`src/rtl/am_query_arbiter_pkg.sv`:
```
// Shared constants, FSM state encoding and helper function for the AM query arbiter.
// HvDimension, LabelWidth and DistanceWidth must match the associative_memory build.
package am_query_arbiter_pkg;

  localparam int unsigned HvDimension   = 64;
  localparam int unsigned LabelWidth    = 4;
  localparam int unsigned DistanceWidth = 8;

  typedef enum logic [1:0] {
    AmArbIdle       = 2'd0,
    AmArbIssue      = 2'd1,
    AmArbWaitResult = 2'd2,
    AmArbDeliver    = 2'd3
  } am_arb_state_e;

  // Minimum number of bits needed to index 'value' entries.
  function automatic int unsigned ceil_log2(input int unsigned value);
    int unsigned result;
    result = 0;
    for (int unsigned i = 0; i < 31; i++) begin
      if ((32'd1 << i) < value) result = i + 1;
    end
    return result;
  endfunction

endpackage

```
`src/rtl/am_rr_arbiter.sv`:
```
// Combinational request arbiter: fixed priority (lowest index wins) by default,
// round-robin with a last-grant pointer when AM_ARB_ROUND_ROBIN_EN is defined.
module am_rr_arbiter
  import am_query_arbiter_pkg::*;
#(
  parameter int unsigned N_REQ     = 3,
  parameter int unsigned TAG_WIDTH = ceil_log2(N_REQ)
) (
`ifdef AM_ARB_ROUND_ROBIN_EN
  input  logic                 clk,
  input  logic                 rst,
  input  logic                 update,
`endif
  input  logic [N_REQ-1:0]     req,
  output logic [N_REQ-1:0]     grant,
  output logic [TAG_WIDTH-1:0] grant_idx,
  output logic                 any_req
);

  assign any_req = |req;

`ifdef AM_ARB_ROUND_ROBIN_EN
  logic [TAG_WIDTH-1:0] ptr_q;

  // First pass searches above the pointer, second pass wraps to the lowest index.
  always_comb begin
    logic found;
    found     = 1'b0;
    grant     = '0;
    grant_idx = '0;
    for (int i = 0; i < int'(N_REQ); i++) begin
      if (req[i] && !found && (i > int'(ptr_q))) begin
        found     = 1'b1;
        grant[i]  = 1'b1;
        grant_idx = TAG_WIDTH'(i);
      end
    end
    for (int i = 0; i < int'(N_REQ); i++) begin
      if (req[i] && !found) begin
        found     = 1'b1;
        grant[i]  = 1'b1;
        grant_idx = TAG_WIDTH'(i);
      end
    end
  end

  always_ff @(posedge clk or posedge rst) begin
    if (rst) begin
      ptr_q <= TAG_WIDTH'(N_REQ - 1);
    end else if (update) begin
      ptr_q <= grant_idx;
    end
  end
`else
  always_comb begin
    logic found;
    found     = 1'b0;
    grant     = '0;
    grant_idx = '0;
    for (int i = 0; i < int'(N_REQ); i++) begin
      if (req[i] && !found) begin
        found     = 1'b1;
        grant[i]  = 1'b1;
        grant_idx = TAG_WIDTH'(i);
      end
    end
  end
`endif

endmodule

```
`src/rtl/am_query_arbiter.sv`:
```
// Shares one associative memory among N_REQ query producers, one query in flight.
// Define AM_ARB_ROUND_ROBIN_EN for round-robin arbitration instead of fixed priority.
module am_query_arbiter
  import am_query_arbiter_pkg::*;
#(
  parameter int unsigned N_REQ          = 3,
  parameter int unsigned LAT_WIDTH      = 16,
  parameter int unsigned TAG_WIDTH      = ceil_log2(N_REQ),
  parameter int unsigned HV_DIMENSION   = HvDimension,
  parameter int unsigned LABEL_WIDTH    = LabelWidth,
  parameter int unsigned DISTANCE_WIDTH = DistanceWidth
) (
  input  logic                          Clk_CI,
  input  logic                          Reset_RI,
  input  logic [N_REQ-1:0]              ValidIn_SI,
  output logic [N_REQ-1:0]              ReadyOut_SO,
  input  logic [N_REQ*HV_DIMENSION-1:0] HypervectorIn_DI,
  output logic                          AmValidOut_SO,
  input  logic                          AmReadyIn_SI,
  output logic [HV_DIMENSION-1:0]       AmHypervectorOut_DO,
  input  logic                          AmValidIn_SI,
  output logic                          AmReadyOut_SO,
  input  logic [LABEL_WIDTH-1:0]        AmLabel_A_DI,
  input  logic [LABEL_WIDTH-1:0]        AmLabel_V_DI,
  input  logic [DISTANCE_WIDTH-1:0]     AmDistance_A_DI,
  input  logic [DISTANCE_WIDTH-1:0]     AmDistance_V_DI,
  output logic                          ValidOut_SO,
  input  logic                          ReadyIn_SI,
  output logic [TAG_WIDTH-1:0]          TagOut_DO,
  output logic [LABEL_WIDTH-1:0]        LabelOut_A_DO,
  output logic [LABEL_WIDTH-1:0]        LabelOut_V_DO,
  output logic [DISTANCE_WIDTH-1:0]     DistanceOut_A_DO,
  output logic [DISTANCE_WIDTH-1:0]     DistanceOut_V_DO,
  output logic [LAT_WIDTH-1:0]          LatencyOut_DO
);

  am_arb_state_e             state_q;
  logic [HV_DIMENSION-1:0]   query_q;
  logic [TAG_WIDTH-1:0]      tag_q;
  logic [LAT_WIDTH-1:0]      lat_q;
  logic [LAT_WIDTH-1:0]      lat_inc;
  logic [LAT_WIDTH-1:0]      lat_out_q;
  logic [LABEL_WIDTH-1:0]    label_a_q;
  logic [LABEL_WIDTH-1:0]    label_v_q;
  logic [DISTANCE_WIDTH-1:0] dist_a_q;
  logic [DISTANCE_WIDTH-1:0] dist_v_q;
  logic                      am_valid_q;
  logic                      valid_q;

  logic [N_REQ-1:0]          grant;
  logic [TAG_WIDTH-1:0]      grant_idx;
  logic                      any_req;
  logic                      grant_fire;
  logic [HV_DIMENSION-1:0]   sel_hv;

  am_rr_arbiter #(
    .N_REQ     (N_REQ),
    .TAG_WIDTH (TAG_WIDTH)
  ) u_arbiter (
`ifdef AM_ARB_ROUND_ROBIN_EN
    .clk       (Clk_CI),
    .rst       (Reset_RI),
    .update    (grant_fire),
`endif
    .req       (ValidIn_SI),
    .grant     (grant),
    .grant_idx (grant_idx),
    .any_req   (any_req)
  );

  assign grant_fire    = (state_q == AmArbIdle) && any_req;
  assign ReadyOut_SO   = grant_fire ? grant : '0;
  assign AmReadyOut_SO = (state_q == AmArbWaitResult) && AmValidIn_SI;
  assign lat_inc       = (&lat_q) ? lat_q : lat_q + LAT_WIDTH'(1);

  always_comb begin
    sel_hv = '0;
    for (int unsigned i = 0; i < N_REQ; i++) begin
      if (grant[i]) sel_hv = HypervectorIn_DI[i*HV_DIMENSION +: HV_DIMENSION];
    end
  end

  always_ff @(posedge Clk_CI or posedge Reset_RI) begin
    if (Reset_RI) begin
      state_q    <= AmArbIdle;
      query_q    <= '0;
      tag_q      <= '0;
      lat_q      <= '0;
      lat_out_q  <= '0;
      label_a_q  <= '0;
      label_v_q  <= '0;
      dist_a_q   <= '0;
      dist_v_q   <= '0;
      am_valid_q <= 1'b0;
      valid_q    <= 1'b0;
    end else begin
      unique case (state_q)
        AmArbIdle: begin
          if (any_req) begin
            query_q    <= sel_hv;
            tag_q      <= grant_idx;
            lat_q      <= '0;
            am_valid_q <= 1'b1;
            state_q    <= AmArbIssue;
          end
        end
        AmArbIssue: begin
          lat_q <= lat_inc;
          if (AmReadyIn_SI) begin
            am_valid_q <= 1'b0;
            state_q    <= AmArbWaitResult;
          end
        end
        AmArbWaitResult: begin
          lat_q <= lat_inc;
          if (AmValidIn_SI) begin
            // Capture cycle counts toward latency, hence lat_inc rather than lat_q.
            lat_out_q <= lat_inc;
            label_a_q <= AmLabel_A_DI;
            label_v_q <= AmLabel_V_DI;
            dist_a_q  <= AmDistance_A_DI;
            dist_v_q  <= AmDistance_V_DI;
            valid_q   <= 1'b1;
            state_q   <= AmArbDeliver;
          end
        end
        AmArbDeliver: begin
          if (ReadyIn_SI) begin
            valid_q <= 1'b0;
            state_q <= AmArbIdle;
          end
        end
        default: state_q <= AmArbIdle;
      endcase
    end
  end

  assign AmValidOut_SO       = am_valid_q;
  assign AmHypervectorOut_DO = query_q;
  assign ValidOut_SO         = valid_q;
  assign TagOut_DO           = tag_q;
  assign LabelOut_A_DO       = label_a_q;
  assign LabelOut_V_DO       = label_v_q;
  assign DistanceOut_A_DO    = dist_a_q;
  assign DistanceOut_V_DO    = dist_v_q;
  assign LatencyOut_DO       = lat_out_q;

endmodule

```
`config.mk`:
```
export PLATFORM = sky130hd
export DESIGN_NAME = am_query_arbiter
export DESIGN_NICKNAME = d
export VERILOG_FILES = /design/src/rtl/am_query_arbiter_pkg.sv /design/src/rtl/am_rr_arbiter.sv /design/src/rtl/am_query_arbiter.sv
export SDC_FILE = /design/constraint.sdc
export NUM_CORES = 1
export LEC_CHECK = 0
export ABC_AREA = 1
export CAP_MARGIN = 0
export CORE_MARGIN = 5
export CORE_UTILIZATION = 23
export CTS_BUF_LIST = sky130_fd_sc_hd__clkbuf_8 sky130_fd_sc_hd__clkbuf_16
export CTS_CLUSTER_SIZE = 14
export DETAILED_ROUTE_END_ITERATION = 8
export GPL_TIMING_DRIVEN = 0
export HOLD_SLACK_MARGIN = 0.03
export PLACE_DENSITY = 0.62
export SLEW_MARGIN = 0
export SYNTH_ARGS = -nofsm -noshare
export SYNTH_HDL_FRONTEND = slang
export SYNTH_SLANG_ARGS = --single-unit
```
`constraint.sdc`:
```
create_clock -name Clk_CI -period 12.75 [get_ports Clk_CI]
set_clock_uncertainty 0.15 [all_clocks]
set_input_delay 3.825 -clock Clk_CI [delete_from_list [all_inputs] [get_ports Clk_CI]]
set_output_delay 3.825 -clock Clk_CI [all_outputs]
set_load 0.05 [all_outputs]
```
Yosys cells after proc, flatten, opt, wreduce, memory -nomap -nowiden

Cells that the tools add are included.

Add/subtract/negate cells: 1
$mul: 0
Divide/modulo/power cells: 0
Magnitude comparators: 0
Equality and inequality tests: 7
Shifts and indexed selects: 0
Mux-type cells: 24
Bitwise operators: 0
Reduce and logical (&&, ||, !) cells: 19

Operators with widths:

| operator              | number |
|---|---|
| $mux 64               | 3 |
| $mux 16               | 2 |
| $pmux 16 s2           | 1 |
| $add 16x1->16 const B | 1 |
| $reduce_and 16->1     | 1 |
| $mux 2                | 5 |
| $mux 1                | 9 |
| $ne 2x2->1 const B    | 4 |
| $pmux 2 s4            | 1 |
| $reduce_and 2->1      | 3 |
| $reduce_and 3->1      | 2 |
| $reduce_bool 2->1     | 3 |
| $eq 2x2->1 const B    | 2 |
| $logic_and 1x1->1     | 4 |
| $pmux 1 s2            | 2 |
| $reduce_and 4->1      | 1 |
| $mux 3                | 1 |
| $reduce_or 3->1       | 1 |
| $eq 2x1->1 const B    | 1 |
| $logic_not 1->1       | 2 |
| $logic_not 2->1       | 1 |
| $reduce_or 2->1       | 1 |

Register bits after elaboration: 126
Bits in latches: 0
Memory bits (writable): 0
Bits in read-only memories: 0
Output and inout bits: 112
Logic and storage cells: 62
Memories kept: 0

Depth between registers and ports, before layout

Depth after elaboration: 8
Gate-level depth with buffers: 10
Mapped depth without buffers: 10

By module

Synthesis repeated with hierarchy kept, for this count alone.

Cell total of the unflattened synthesis: 883
Area, all modules: 6565.0 um2

By module, submodules not included:

| module           | instances | cells each | area each (um2) | sequential area each (um2) |
|---|---|---|---|---|
| am_query_arbiter | 1         | 873        | 6510.0          | 3153.0 |
| am_rr_arbiter    | 1         | 10         | 55.1            | 0.0 |

Worst setup path after synthesis

Ideal clock, no wire load.

Path kind: in2out
Start point: input ValidIn_SI[0]
End point: output ReadyOut_SO[2]
Arrival time: 4.998 ns
Data required time: 8.775 ns
Slack: 3.777 ns
Stages on the path: 4
Buffers on the path: 1
Cell sequence: nor2_2 -> clkbuf_1 -> nand2_1 -> nor2_1

Cells in the longest elaborated chain, start to end: 8

RTL lines:

| item              | line                   | RTL |
|---|---|---|
| from (decl)       | am_query_arbiter.sv:15 | `input logic [N_REQ-1:0] ValidIn_SI,` |
| $mux 1            | am_rr_arbiter.sv:61    | `if (req[i] && !found) begin` |
| $logic_not 1->1   | am_rr_arbiter.sv:61    |  |
| $logic_and 1x1->1 | am_rr_arbiter.sv:61    |  |
| $mux 1            | am_rr_arbiter.sv:61    |  |
| $logic_not 1->1   | am_rr_arbiter.sv:61    |  |
| $logic_and 1x1->1 | am_rr_arbiter.sv:61    |  |
| $mux 1            | am_rr_arbiter.sv:61    |  |
| $mux 3 *          | am_query_arbiter.sv:72 | `assign ReadyOut_SO = grant_fire ? grant : '0;` |
| to (decl)         | am_query_arbiter.sv:16 | `output logic [N_REQ-1:0] ReadyOut_SO,` |

Every way passes the cells marked *; elsewhere a longest branch is shown, timed or not.

Worst setup path after layout

Start point: input ValidIn_SI[0]
End point: output ReadyOut_SO[0]

Cells in the longest elaborated chain, start to end: 3

RTL lines:

| item              | line                   | RTL |
|---|---|---|
| $reduce_or 3->1   | am_rr_arbiter.sv:20    | `assign any_req = \|req;` |
| $logic_and 1x1->1 | am_query_arbiter.sv:71 | `assign grant_fire = (state_q == AmArbIdle) && any_req;` |
| $mux 3 *          | am_query_arbiter.sv:72 |  |

Marks and branches as above.

==> results by group <==
Run status
  – Outcome: complete, no violations

Yosys
  – Syn_area_per_cell: about 8 µm²
  – Sequential-to-total area share from yosys stat: between 40% and 50%
  – Syn nets: around 1000
  – Mapped Cells: a little over 800
  – Commonest cells in the netlist: 264 x nand2_1, 133 x nand3_1, 126 x dfrtp_1
  – YS warnings: 0
  – Area leader, netlist: dfrtp_1
  – Yosys reg bits: approximately 130
  – Area contributors post-synth: dfrtp_1 48%, nand2_1 15%, nand3_1 10%
  – Most numerous cell in the Yosys netlist: nand2_1
  – Primary FF master, synth: dfrtp_1
  – Cell area after synthesis: 6530 µm²
  – Post-synth top area share: about 48%
  – FFs w/ async S/R, synth: 100%
  – Number of synthesized flops with an enable pin: 0
  – Cell variety after synth: 32

Worst setup path
  – Crit-path max FO: 10
  – CP startpoint kind: primary input
  – CP Class: primary input to primary output
  – CP required: approximately 8.8 ns
  – Critical Path AT: about 6.2 ns
  – Crit. End Element: primary output

Die
  – Chip width: roughly 180 µm
  – Core area: 27900 µm²
  – Die ar.: about 32000 µm²
  – Starting density of the core: about a quarter
  – Row count: 61
  – Die height: approximately 180 µm
  – Top-Level Pins: around 340

GRT
  – Number of global-route vias before repair: about 7600
  – Initial antenna violation count: 5
  – Global-route wire length before repair: roughly 44 mm
  – Largest net degree at the start of global routing: 76
  – Total GRT Usage: between 15 and 20%
  – GR Overflow Total: 0

Placement
  – Dpl hpwl: around 23 mm
  – Placer Congestion: between 0.8 and 0.9
  – Buffers on Ports: 335

Clock tree
  – CTS sink cnt: between 100 and 150
  – Clock buffer depth: 2
  – H-tree levels: 4
  – CTS clk-pin slew, worst paths: approximately 0.060 ns
  – CTS tree: yes
  – Cts repair resizes: 0
  – CTS Hold Buffers Added: 0
  – Post-CTS Setup Inserts: 0
  – Clock insertion delay at the later pin of the skew report: 0.41 ns
  – Clock root cell: clkbuf_16
  – Num CTS Buffers: 17

Pwr
  – Leakage power: 0.00465 µW
  – Power Dens Cells: 236 nW/µm²
  – Worst VDD drop: 99.1 µV

Drt
  – Number of remaining DRC errors: 0
  – Avg Vias per Cell: between 4 and 5
  – Routed WL per cell: 18.5 µm
  – TritonRoute pass-1 iters: 5
  – Antenna violation net count after detailed routing: 0
  – Routed WL: between 20 and 30 mm
  – Initial drt markers: between 300 and 400
  – DR vias: 7228

Finish
  – Layout area overhead: 67.6%
  – # nets final: about 1400
  – Footprint of the multi-input gates: around 3000 µm²
  – FF+latch area: around 3200 µm²
  – Layout cell share with drive strength beyond 1: under 10%
  – Fill count: between 2000 and 3000

Timing
  – Tmin final: approximately 10 ns
  – TNS Setup: 0 ns
  – Slew @ Worst Pin: ~0.7 ns
  – WHS: around 0.33 ns
  – RSZ-0062 raised after global routing: no
  – Final setup viols: 0
  – Period utilization: between 80% and 90%
  – Final Hold Vio Count: 0
  – Highest Clock Rate: 0.0979 GHz
  – Final Max Slew Viols: 0
  – Rel. slew slack: between 50% and 60%

Worst hold path
  – Hold crit path type: register to register

Run
  – Max-cap viol count: 0
## final timing paths
| path | from | end | slack [ns] | cells after the start |
|---|---|---|---|---|
| worst max-delay path | ValidIn_SI[0] | ReadyOut_SO[0] | 2.53 | 6 |
| worst min-delay path | LatencyOut_DO[8]$_DFFE_PP0P_ | LatencyOut_DO[8]$_DFFE_PP0P_ | 0.33 | 2 |
| worst max register to register | state_q[0]$_DFFE_PP0P_ | AmHypervectorOut_DO[0]$_DFFE_PP0P_ | 10.62 | 7 |
| worst min register to register | LatencyOut_DO[8]$_DFFE_PP0P_ | LatencyOut_DO[8]$_DFFE_PP0P_ | 0.33 | 2 |
| max in group asynchronous | Reset_RI | TagOut_DO[0]$_DFFE_PP0P_ | 7.98 | 3 |
| min in group asynchronous | Reset_RI | AmHypervectorOut_DO[13]$_DFFE_PP0P_ | 3.68 | 2 |
## cell usage in the layout, fill, tap and decap left out, types with 2 or more instances in the layout
cell type and n:
clkdlybuf4s50_1 335, nand2_1 264, nand3_1 133, dfrtp_1 126
nor2_1 83, a41oi_1 60, clkbuf_1 29, inv_1 27
buf_2 24, clkbuf_16 17, o21ai_0 14, nand3_2 8
diode_2 6, a31oi_1 5, o21ai_1 5, buf_4 5
ha_1 5, xor2_1 4, o21bai_1 4, nand4_1 4
clkinvlp_4 4, nor2_2 3, nand2_2 3, clkinv_2 3
nand3b_1 2, inv_2 2, inv_6 2
## metal layers
| metal | vias up | global-route usage (%) | part of all wire [%] |
|---|---|---|---|
| met3 | 36 | 6.53 | 8.9 |
| met4 | 0 | 6.33 | 2.3 |
| met1 | 3378 | 21.6 | 40 |
| li1 | 3488 | - | - |
| met2 | 326 | 29.9 | 49 |
| met5 | - | 0 | 0 |
## cell type report
cell class	instances	area share (%)
Multi-Input combinational cell	605	27.3
Antenna cell	6	0.137
Buffer	60	2.57
Inverter	29	1.06
Clock inverter	12	0.915
Tap cell	378	4.32
Sequential cell	126	28.8
Timing Repair Buffer	336	30.9
Clock buffer	18	4.01
## power breakdown
part           internal [µW]  leakage, µW  switching [µW]
sequential               567      0.00154            99.1
combinational            489      0.00286             967
clock                    269     0.000262             192
## logic make-up after synthesis
kind of cell,count (synthesis),share of synthesized area (%)
adder cells (fa/ha/maj),5,0.958
AND/OR/NAND/NOR,504,33.3
flip-flops,126,48.3
XOR/XNOR,5,0.670
AO/OA/AOI/OAI,91,10.8
buffers and inverters,89,6.02
## worst max-delay path, cell delays in order
cell and delay [ns]:
clkdlybuf4s50_1 0.55, buf_2 0.30, clkbuf_1 0.55, nand2_1 0.10, inv_1 0.07, clkdlybuf4s50_1 0.84
## state kept, by name (all words and copies together) (netlist names)
| register | flops |
|---|---|
| LabelOut_V_DO | 4 |
| ValidOut_SO | 1 |
| AmHypervectorOut_DO | 64 |
| lat_q | 16 |
| AmValidOut_SO | 1 |
| state_q | 2 |
| LatencyOut_DO | 16 |
| LabelOut_A_DO | 4 |
| TagOut_DO | 2 |
| DistanceOut_V_DO | 8 |
| DistanceOut_A_DO | 8 |
## metrics by stage
| stage | std cells | area (µm²) | total power (µW) | worst slack [ns] | util (%) |
|---|---|---|---|---|---|
| after global placement | 1533 | 10400 | 2120 | 2.42 | 37.1 |
| after floorplan | 820 | 6530 | 1570 | 3.78 | - |
| after global routing | 1569 | 10900 | 2730 | 2.31 | 39.2 |
| after CTS | 1564 | 10900 | 2620 | 2.43 | 39.1 |
| after detailed placement | 1534 | 10400 | 2140 | 2.44 | 37.2 |
| final | 1570 | 10900 | 2580 | 2.53 | 39.2 |
Note: power is estimated with default switching activity, not from simulation.
